`src/rtl/dmem_access_ctrl_pkg.sv`:
```
// Shared types for the data-memory access controller.
// Funct3 encodings and the access FSM state.
package dmem_access_ctrl_pkg;

  typedef enum logic [2:0] {
    LB  = 3'b000,
    LH  = 3'b001,
    LW  = 3'b010,
    LBU = 3'b100,
    LHU = 3'b101
  } load_funct3_t;

  typedef enum logic [2:0] {
    SB = 3'b000,
    SH = 3'b001,
    SW = 3'b010
  } store_funct3_t;

  typedef enum logic [1:0] {
    IDLE,
    REQ,
    DONE
  } dmem_state_t;

endpackage

```
`src/rtl/dmem_access_ctrl_if.sv`:
```
// Data-cache request/response bundle.
// master = access controller, slave = cache.
interface dmem_access_ctrl_if;

  logic        dmem_read;
  logic        dmem_write;
  logic [31:0] dmem_address;
  logic [3:0]  dmem_wmask;
  logic [31:0] dmem_wdata;
  logic [31:0] dmem_rdata;
  logic        dmem_resp;

  modport master (
    output dmem_read,
    output dmem_write,
    output dmem_address,
    output dmem_wmask,
    output dmem_wdata,
    input  dmem_rdata,
    input  dmem_resp
  );

  modport slave (
    input  dmem_read,
    input  dmem_write,
    input  dmem_address,
    input  dmem_wmask,
    input  dmem_wdata,
    output dmem_rdata,
    output dmem_resp
  );

endinterface

```
`src/rtl/dmem_access_ctrl_store_align.sv`:
```
// Store lane alignment and misalignment detection.
// Shared by loads and stores: lw/sw and lh/sh use the same funct3.
module dmem_store_align
  import dmem_access_ctrl_pkg::*;
(
  input  logic [2:0]  i_funct3,
  input  logic [1:0]  i_lsb,
  input  logic [31:0] i_store_data,
  output logic [3:0]  o_wmask,
  output logic [31:0] o_wdata,
  output logic        o_mis
);

  always_comb begin
    o_wmask = 4'b0000;
    o_mis   = 1'b0;
    o_wdata = i_store_data << {i_lsb, 3'b000};
    unique case (i_funct3)
      SB: o_wmask = 4'b0001 << i_lsb;
      SH, LHU: begin
        o_wmask = 4'b0011 << i_lsb;
        o_mis   = i_lsb[0];
      end
      SW: begin
        o_wmask = 4'b1111;
        o_mis   = |i_lsb;
      end
      default: ;
    endcase
  end

endmodule

```
`src/rtl/dmem_access_ctrl.sv`:
```
// MEM-stage data-cache sequencer: holds the request until resp,
// stalls the pipe, latches the raw load word for WB.
module dmem_access_ctrl
  import dmem_access_ctrl_pkg::*;
#(
  parameter int CNT_W = 32
) (
  input  logic              clk,
  input  logic              rst,
  input  logic              op_valid,
  input  logic              op_load,
  input  logic              op_store,
  input  logic [2:0]        funct3,
  input  logic [31:0]       addr,
  input  logic [31:0]       store_data,
  input  logic              pipe_advance,
  input  logic              flush,
  dmem_access_ctrl_if.master dmem,
  output logic              mem_stall,
  output logic [31:0]       load_word,
  output logic [1:0]        load_lsb,
  output logic              misaligned,
  output logic [CNT_W-1:0]  stall_cycles
);

  dmem_state_t r_state, w_next;

  logic             r_read, r_write, r_drop, r_mis;
  logic [31:0]      r_addr, r_wdata, r_load_word;
  logic [3:0]       r_wmask;
  logic [1:0]       r_lsb, r_load_lsb;
  logic [CNT_W-1:0] r_cnt;

  logic        w_mem_op, w_start, w_mis, w_drop;
  logic [3:0]  w_wmask;
  logic [31:0] w_wdata;

  dmem_store_align u_align (
    .i_funct3     (funct3),
    .i_lsb        (addr[1:0]),
    .i_store_data (store_data),
    .o_wmask      (w_wmask),
    .o_wdata      (w_wdata),
    .o_mis        (w_mis)
  );

  assign w_mem_op = op_valid & (op_load | op_store) & ~flush;
  assign w_start  = w_mem_op & ~w_mis;
  assign w_drop   = r_drop | flush;

  always_ff @(posedge clk) begin
    if (rst) r_state <= IDLE;
    else     r_state <= w_next;
  end

  always_comb begin
    w_next    = r_state;
    mem_stall = 1'b0;
    unique case (r_state)
      IDLE: begin
        mem_stall = w_start;
        if (w_start)       w_next = REQ;
        else if (w_mem_op) w_next = DONE;
      end
      REQ: begin
        mem_stall = 1'b1;
        if (dmem.dmem_resp) w_next = w_drop ? IDLE : DONE;
      end
      DONE: begin
        if (pipe_advance | flush) w_next = IDLE;
      end
      default: w_next = IDLE;
    endcase
  end

  always_ff @(posedge clk) begin
    if (rst) begin
      r_read      <= 1'b0;
      r_write     <= 1'b0;
      r_drop      <= 1'b0;
      r_mis       <= 1'b0;
      r_addr      <= '0;
      r_wdata     <= '0;
      r_wmask     <= '0;
      r_lsb       <= '0;
      r_load_word <= '0;
      r_load_lsb  <= '0;
      r_cnt       <= '0;
    end else begin
      if (r_state == IDLE && w_start) begin
        r_read  <= op_load;
        r_write <= op_store;
        r_addr  <= {addr[31:2], 2'b00};
        r_wmask <= op_store ? w_wmask : 4'b0000;
        r_wdata <= w_wdata;
        r_lsb   <= addr[1:0];
        r_drop  <= 1'b0;
      end
      if (r_state == IDLE && w_mem_op && w_mis) r_mis <= 1'b1;
      // a flushed op still finishes on the bus, but its result is discarded
      if (r_state == REQ) begin
        if (flush) r_drop <= 1'b1;
        if (dmem.dmem_resp) begin
          r_read  <= 1'b0;
          r_write <= 1'b0;
          if (!w_drop) begin
            if (r_read) r_load_word <= dmem.dmem_rdata;
            r_load_lsb <= r_lsb;
          end
        end
      end
      if (r_state == DONE && (pipe_advance | flush)) r_mis <= 1'b0;
      if (mem_stall && !(&r_cnt)) r_cnt <= r_cnt + 1'b1;
    end
  end

  assign dmem.dmem_read    = r_read;
  assign dmem.dmem_write   = r_write;
  assign dmem.dmem_address = r_addr;
  assign dmem.dmem_wmask   = r_wmask;
  assign dmem.dmem_wdata   = r_wdata;
  assign load_word         = r_load_word;
  assign load_lsb          = r_load_lsb;
  assign misaligned        = r_mis;
  assign stall_cycles      = r_cnt;

endmodule

```
`src/flat_wrapper.sv`:
```
// flat-port wrapper written by rule: the top's interface ports become plain ports
module dmem_access_ctrl_flat import dmem_access_ctrl_pkg::*;
#(
  parameter int CNT_W = 32
)
  (clk, rst, op_valid, op_load, op_store, funct3, addr, store_data, pipe_advance, flush, mem_stall, load_word, load_lsb, misaligned, stall_cycles, dmem_dmem_read, dmem_dmem_write, dmem_dmem_address, dmem_dmem_wmask, dmem_dmem_wdata, dmem_dmem_rdata, dmem_dmem_resp);
  dmem_access_ctrl_if dmem_i ();
  input  logic clk;
  input  logic rst;
  input  logic op_valid;
  input  logic op_load;
  input  logic op_store;
  input  logic [2:0] funct3;
  input  logic [31:0] addr;
  input  logic [31:0] store_data;
  input  logic pipe_advance;
  input  logic flush;
  output logic mem_stall;
  output logic [31:0] load_word;
  output logic [1:0] load_lsb;
  output logic misaligned;
  output logic [CNT_W-1:0] stall_cycles;
  output wire logic [$bits(dmem_i.dmem_read)-1:0] dmem_dmem_read;
  output wire logic [$bits(dmem_i.dmem_write)-1:0] dmem_dmem_write;
  output wire logic [$bits(dmem_i.dmem_address)-1:0] dmem_dmem_address;
  output wire logic [$bits(dmem_i.dmem_wmask)-1:0] dmem_dmem_wmask;
  output wire logic [$bits(dmem_i.dmem_wdata)-1:0] dmem_dmem_wdata;
  input wire logic [$bits(dmem_i.dmem_rdata)-1:0] dmem_dmem_rdata;
  input wire logic [$bits(dmem_i.dmem_resp)-1:0] dmem_dmem_resp;
  assign dmem_dmem_read = dmem_i.dmem_read;
  assign dmem_dmem_write = dmem_i.dmem_write;
  assign dmem_dmem_address = dmem_i.dmem_address;
  assign dmem_dmem_wmask = dmem_i.dmem_wmask;
  assign dmem_dmem_wdata = dmem_i.dmem_wdata;
  assign dmem_i.dmem_rdata = dmem_dmem_rdata;
  assign dmem_i.dmem_resp = dmem_dmem_resp;
  dmem_access_ctrl #(.CNT_W(CNT_W)) u_core (.clk(clk), .rst(rst), .op_valid(op_valid), .op_load(op_load), .op_store(op_store), .funct3(funct3), .addr(addr), .store_data(store_data), .pipe_advance(pipe_advance), .flush(flush), .dmem(dmem_i), .mem_stall(mem_stall), .load_word(load_word), .load_lsb(load_lsb), .misaligned(misaligned), .stall_cycles(stall_cycles));
endmodule
```
`config.mk`:
```
export PLATFORM = sky130hd
export DESIGN_NAME = dmem_access_ctrl_flat
export DESIGN_NICKNAME = d
export VERILOG_FILES = /design/src/rtl/dmem_access_ctrl_pkg.sv /design/src/rtl/dmem_access_ctrl_if.sv /design/src/rtl/dmem_access_ctrl_store_align.sv /design/src/rtl/dmem_access_ctrl.sv /design/src/flat_wrapper.sv
export SDC_FILE = /design/constraint.sdc
export NUM_CORES = 1
export LEC_CHECK = 0
export BUFFER_PORTS_ARGS = -buffer_cell sky130_fd_sc_hd__buf_2
export CORE_UTILIZATION = 52
export CTS_CLUSTER_DIAMETER = 150
export CTS_CLUSTER_SIZE = 28
export DETAILED_ROUTE_END_ITERATION = 8
export PLACE_DENSITY = 0.88
export SYNTH_ARGS = -nofsm -noshare
export SYNTH_HDL_FRONTEND = slang
export SYNTH_SLANG_ARGS = --single-unit
```
`constraint.sdc`:
```
create_clock -name clk -period 4.85 [get_ports clk]
set_input_delay 0.485 -clock clk [delete_from_list [all_inputs] [get_ports clk]]
set_output_delay 0.485 -clock clk [all_outputs]
set_load 0.005 [all_outputs]
```
==> reports/metrics.cfg, run 1 <==
[final_layout]
nNetsFinal = 1077
final_cell_area_mm2 = 0.00784
drive_gt1_frac = 0.301
areaGrowthSynthToFinish_pct = 30.2

[global_routing]
grt_pass1_vias = 5342
grt_usage = 0.265
grt_max_degree = 107
overflow = 0
antenna_found_initial = 1
grt_pass1_wl_um = 24800

[die]
die-area_mm2 = 0.0120
die_h_um = 110
rows = 38
ioPinCount = 245
initial_core_util = 0.544
dieWidth_um = 110
core-area_mm2 = 0.0111

[logic_synthesis]
synth_top_area_frac = 0.465
yosysMostFrequentCell = nand2_1
synthAdderAreaFrac = 0.00208
ys_types = 47
postSynth.asyncResetShare = 0
ys_seq_area_frac = 0.465
ys_ff_latch = 140
synth_area_mm2 = 0.00602
synth_enable_flop_cells = 0
ys_warn_count = 0
yosysTopAreaCell = dfxtp_1
yosys-top-cells-count = nand2_1, dfxtp_1, a21oi_1
synth_area_leaders = dfxtp_1, nand2_1, a21oi_1
syn_area_per_cell_um2 = 7.93
synthMuxAreaShare = 0.0507
synth_simple_gate_area_frac = 0.262
synth_top_family_by_area = simple AND/OR/NAND/NOR gates
synth-compound-area-share = 0.175
synth_ff_type = dfxtp_1
synth-xor-area-share = 0
synth_cells = 760

[timing]
max_freq_mhz = 335
slew_viol_final = 0
skew_ns = 0.00489
max_slew_margin = 0.267
holdWs_ns = 0.306
hold_viol_final = 0
min_period_ns = 2.98
final.setup.worst_slack_ns = 1.87
finalCritPeriodShare = 0.615
tns_ns = 0
setup_viol = 0
rsz0062_at_grt = no
tightest_slew_ns = 1.10

[placed_design]
place_congestion = 0.808
place_area_mm2 = 0.00723
port_buffers = 242
post-place-ws_ns = 1.70
dp_hpwl_um = 11200

[clock_network]
h-tree-depth = 4
cts_setup_buffers = 0
tritoncts = built
clockBufferDepth = 2
post_cts_resized = 0
numClockSinks = 140
clk_pin_slew_ns = 0.06
clock_latency_ns = 0.41
cts_buffers = 17
hold_buffers = 0
cts_root_buf = clkbuf_16

[route]
num_vias = 6155
post_drt_wl_per_cell_um = 14.5
drc = 0
drt_pass1_iterations = 4
routed_wl_um = 16200
drtIter0Drc = 467
postRouteAntennaNets = 0
vias_per_cell = 5.48

[power_and_ir_drop]
power.density_mw_per_mm2 = 348
total_power_uw = 2730
ir_drop_mv = 0.304
p_leak_uw = 0.00331

[run]
maxCapViolations = 0

[worst_setup_path]
worstPathRequired_ns = 5.14
arrival_ns = 3.28
cp-start-kind = flop
crit_type = reg -> reg
end_kind = flop
cp_max_fo = 33

[run_status]
status = complete, no violations

[min_path]
hp-class = in -> reg

[registers in the layout (all words and copies together), names as in the netlist]
signal and count:
u_core.dmem.dmem_address 30, u_core.r_state 2, u_core.dmem.dmem_wmask 4, u_core.load_word 32, u_core.r_lsb 2, u_core.misaligned 1
u_core.dmem.dmem_read 1, u_core.dmem.dmem_wdata 32, u_core.stall_cycles 32, u_core.dmem.dmem_write 1, u_core.r_drop 1, u_core.load_lsb 2
[stage by stage]
| stage | std cells | util |
|---|---|---|
| after floorplan | 761 | - |
| after detailed placement | 1090 | 0.652 |
| after global routing | 1122 | 0.708 |
| after global placement | 1090 | 0.652 |
| after CTS | 1122 | 0.708 |
| final | 1123 | 0.708 |
[critical path: stages (launching register included)]
cell	delay (ns)
dfxtp_1	0.39
ha_1	0.22
nand3_1	0.15
nor4_1	0.69
and3_1	0.93
nor4bb_1	0.15
mux2_2	0.32
[routing by layer]
| layer | routed length, µm | up-vias | global-route usage | share of wire |
|---|---|---|---|---|
| met5 | 0 | - | 0 | 0 |
| met4 | 341 | 0 | 0.125 | 0.021 |
| met3 | 1340 | 27 | 0.0865 | 0.082 |
| met2 | 8060 | 230 | 0.443 | 0.50 |
| met1 | 6490 | 2814 | 0.308 | 0.40 |
| li1 | - | 3084 | - | - |
[report_power, final]
| group | switching, µW | total [µW] | internal (µW) |
|---|---|---|---|
| Sequential | 13.0 | 1190 | 1180 |
| Combinational | 125 | 211 | 85.9 |
| Clock | 478 | 1330 | 848 |
[layout make-up]
type                    count  area [µm²]
fillers                   911        3240
clock inverters            10         139
repair buffers            246        1240
clock buffers              22         474
inverters                  10        37.5
multi-input cells         554        2970
flip-flops and latches    140        2800
well taps                 140         175
diodes                      1        2.50
[final timing paths]
path,depth (start not counted),startpoint,end,slack [ns]
worst min register to register,2,u_core.load_word[11],u_core.load_word[11],0.45
worst min-delay path,3,addr[11],u_core.dmem.dmem_address[11],0.31
worst max register to register,6,u_core.stall_cycles[0],u_core.stall_cycles[19],1.87
worst max-delay path,6,u_core.stall_cycles[0],u_core.stall_cycles[19],1.87
[placed cells by master, fill, tap and decap left out, types with 9 or more instances in the layout]
master and n:
mux2i_1 17, nor3_1 14, o21ai_0 9, o211ai_1 10
nand3_1 35, mux2_2 12, o31ai_1 21, inv_1 10
nor2_1 37, buf_2 241, dfxtp_1 140, nand2_1 187
a21oi_1 121, or4_1 21, clkbuf_16 17
[cells by family (layout without fill, tap and decap cells)]
logic type	after synthesis	after routing
and+or+nand+nor	340	340
AOI/OAI and AO/OA	182	182
DFF	140	140
muxes	29	29
other	1	3
buffers and inverters	67	288
adders and majority gates	1	1
Note: power is estimated with default switching activity, not from simulation.
==> run 2, diff against run 1 <==
ABC_AREA = 1   (was not set)
CORE_UTILIZATION = 50   (was 52)
PLACE_DENSITY = 0.84   (was 0.88)
clock period = 3.15 ns   (was 4.85 ns; I/O delays follow)
==> run 2 against run 1 <==
- critical path depth stayed put
- critical endpoint is now mem_stall
- clock power is 39% higher
- largest cell class unchanged
- hold slack worse by 0.18 ns
- via count up 16%
- clock-buffer cell count down 4
- die area rose by 14%
- utilization down 5.2 points
- clock skew up 0.0067 ns
- sequential share of layout area decreased by 2.3 points
- worst setup slack lost 1.2 ns
- final cell count rose by 22%
- register-to-register slack got worse by 0.86 ns
==> reports/metrics.cfg, run 2 <==
[run_status]
status = complete, no violations

[logic_synthesis]
ys_types = 34  ; -28%
yosysTopAreaCell = dfxtp_1
yosys-top-cells-count = nand2_1, nor2_1, dfxtp_1
yosysMostFrequentCell = nand2_1
synth_top_area_frac = 0.423  ; -0.0425
synth_enable_flop_cells = 0  ; unchanged
syn_area_per_cell_um2 = 6.82  ; -14%
postSynth.asyncResetShare = 0  ; unchanged
synth-compound-area-share = 0.155  ; -0.0197
synth_area_mm2 = 0.00663  ; +10%
synth-xor-area-share = 0.0145  ; +0.0145
synth_ff_type = dfxtp_1
synthMuxAreaShare = 0.00453  ; -0.0461
synth_top_family_by_area = simple AND/OR/NAND/NOR gates
ys_warn_count = 0  ; unchanged
synth_area_leaders = dfxtp_1, nand2_1, nor2_1
ys_ff_latch = 140  ; unchanged
synth_simple_gate_area_frac = 0.323  ; +0.0612
ys_seq_area_frac = 0.423  ; -0.0425
synth_cells = 972  ; +28%
synthAdderAreaFrac = 0.00189  ; -0.000190

[die]
dieWidth_um = 117  ; +6.9%
rows = 41  ; +7.9%
die-area_mm2 = 0.0137  ; +14%
die_h_um = 117  ; +6.9%
core-area_mm2 = 0.0128  ; +15%
initial_core_util = 0.519  ; -0.0248
ioPinCount = 245  ; unchanged

[timing]
min_period_ns = 2.47
finalCritPeriodShare = 0.784
max_freq_mhz = 405
tns_ns = 0  ; unchanged
hold_viol_final = 0  ; unchanged
tightest_slew_ns = 0.583  ; -0.517 ns
max_slew_margin = 0.611  ; +0.344
setup_viol = 0  ; unchanged
skew_ns = 0.0116  ; +0.00672 ns
slew_viol_final = 0  ; unchanged
rsz0062_at_grt = no
final.setup.worst_slack_ns = 0.680  ; -1.19 ns

[final_layout]
stdcell_count = 1369  ; +22%
nNetsFinal = 1293  ; +20%
layout_commonest_cell = buf_2
final_cell_mix = buf_2, nand2_1, nor2_1, dfxtp_1, o21ai_0
seqCellArea_mm2 = 0.00280  ; unchanged
drive_gt1_frac = 0.266  ; -0.0358
multi_input_area_mm2 = 0.00332  ; +12%
nFillCells = 1135  ; +25%
areaGrowthSynthToFinish_pct = 26.3
antenna_cells = 0  ; -1

[worst_setup_path]
cp_max_fo = 22  ; -33%
arrival_ns = 2.15  ; -1.13 ns
cp-start-kind = flop
crit_type = reg -> out
end_kind = output pin
worstPathRequired_ns = 2.83  ; -2.31 ns
timing.reg2reg.setup_slack_ns = 1.01  ; -0.86 ns

[clock_network]
numClockSinks = 140  ; unchanged
post_cts_resized = 0  ; unchanged
clk_pin_slew_ns = 0.06  ; about the same
h-tree-depth = 4  ; unchanged
clockBufferDepth = 2  ; unchanged
cts_setup_buffers = 0  ; unchanged
tritoncts = built
clock_latency_ns = 0.42  ; about the same
cts_buffers = 17  ; unchanged
cts_root_buf = clkbuf_16
hold_buffers = 0  ; unchanged

[route]
vias_per_cell = 5.21  ; -5.0%
drt_pass1_iterations = 5  ; +1
drc = 0  ; unchanged
routed_wl_um = 19200  ; +18%
drtIter0Drc = 568  ; +22%
num_vias = 7129  ; +16%
post_drt_wl_per_cell_um = 14.0  ; -3.2%
postRouteAntennaNets = 0  ; unchanged

[placed_design]
dp_hpwl_um = 13700  ; +22%
placed_cells = 1338  ; +23%
port_buffers = 242  ; unchanged
post-place-ws_ns = 0.636  ; -1.06 ns
place_congestion = 0.953  ; +18%

[global_routing]
grt_max_degree = 45  ; -58%
grt_usage = 0.267  ; +0.00185
overflow = 0  ; unchanged
grt_pass1_vias = 5968  ; +12%
grt_pass1_wl_um = 28300  ; +14%
antenna_found_initial = 0  ; -1

[power_and_ir_drop]
ir_drop_mv = 0.343  ; +13%
total_power_uw = 4140  ; +52%
p_leak_uw = 0.00392  ; +19%
power.density_mw_per_mm2 = 495  ; +42%

[run]
maxCapViolations = 0  ; unchanged

[min_path]
hp-class = in -> reg

## run 2: cell types whose count changed after synthesis, sizes merged, moves of 11 or more
| cell | delta |
|---|---|
| nand3 | +20 |
| mux2 | -12 |
| o31ai | -21 |
| o21ai | +106 |
| or4 | -23 |
| clkbuf | -11 |
| mux2i | -14 |
| nor2 | +184 |
| inv | +47 |
| a21oi | -59 |
| nand2 | +36 |
## run 2: layout make-up
cell class | count | share of cell area
multi-input cells | 720 | 0.396
flip-flops and latches | 140 | 0.335
repair buffers | 249 | 0.152
clock buffers | 18 | 0.0525
inverters | 57 | 0.0259
well taps | 172 | 0.0257
clock inverters | 13 | 0.0126
## run 2: critical path, stage by stage (launching register included)
cell,delay [ns]
dfxtp_1,0.33
nor2_2,0.16
inv_1,0.05
nor2_1,0.16
nand3_2,0.42
nand2_4,0.43
buf_2,0.18
## run 2: kinds of logic (layout without fill, tap and decap cells)
group	after synthesis	in the layout
mux	3	3
fa+ha+maj	1	1
buf+inv	113	337
simple gates	514	514
compound gates	189	189
flops	140	140
xor+xnor	11	11
other cells	1	2
## run 2: per-stage QoR
stage / cell area [µm²] / hold slack (ns) / utilization
after detailed placement: 7830 / 0.455 / 0.613
after global placement: 7830 / 0.452 / 0.613
after CTS: 8370 / 0.104 / 0.655
after global routing: 8370 / 0.110 / 0.655
final: 8370 / 0.122 / 0.655
after floorplan: 6630 / 0.440 / -
## run 2: path summary, 6_finish.rpt
path	start	to	depth (start not counted)
setup / recovery	u_core.r_state[1]	mem_stall	6
hold / removal	addr[10]	u_core.dmem.dmem_address[10]	3
setup reg to reg	u_core.r_state[1]	u_core.stall_cycles[1]	8
hold reg to reg	u_core.dmem.dmem_wdata[19]	u_core.dmem.dmem_wdata[19]	2
## run 2: where the power goes
part           switching, µW  internal (µW)  total [µW]
Clock                    813           1040        1850
Combinational            257            165         422
Sequential              35.7           1830        1870
Total                   1110           3040        4140
## run 2: per-layer routing
metal  part of all wire  GRT usage  up-vias
li1                   -          -     3550
met4              0.030      0.122        0
met3              0.079     0.0778       52
met5                  0          0        -
met2               0.48      0.448      309
met1               0.41      0.316     3218
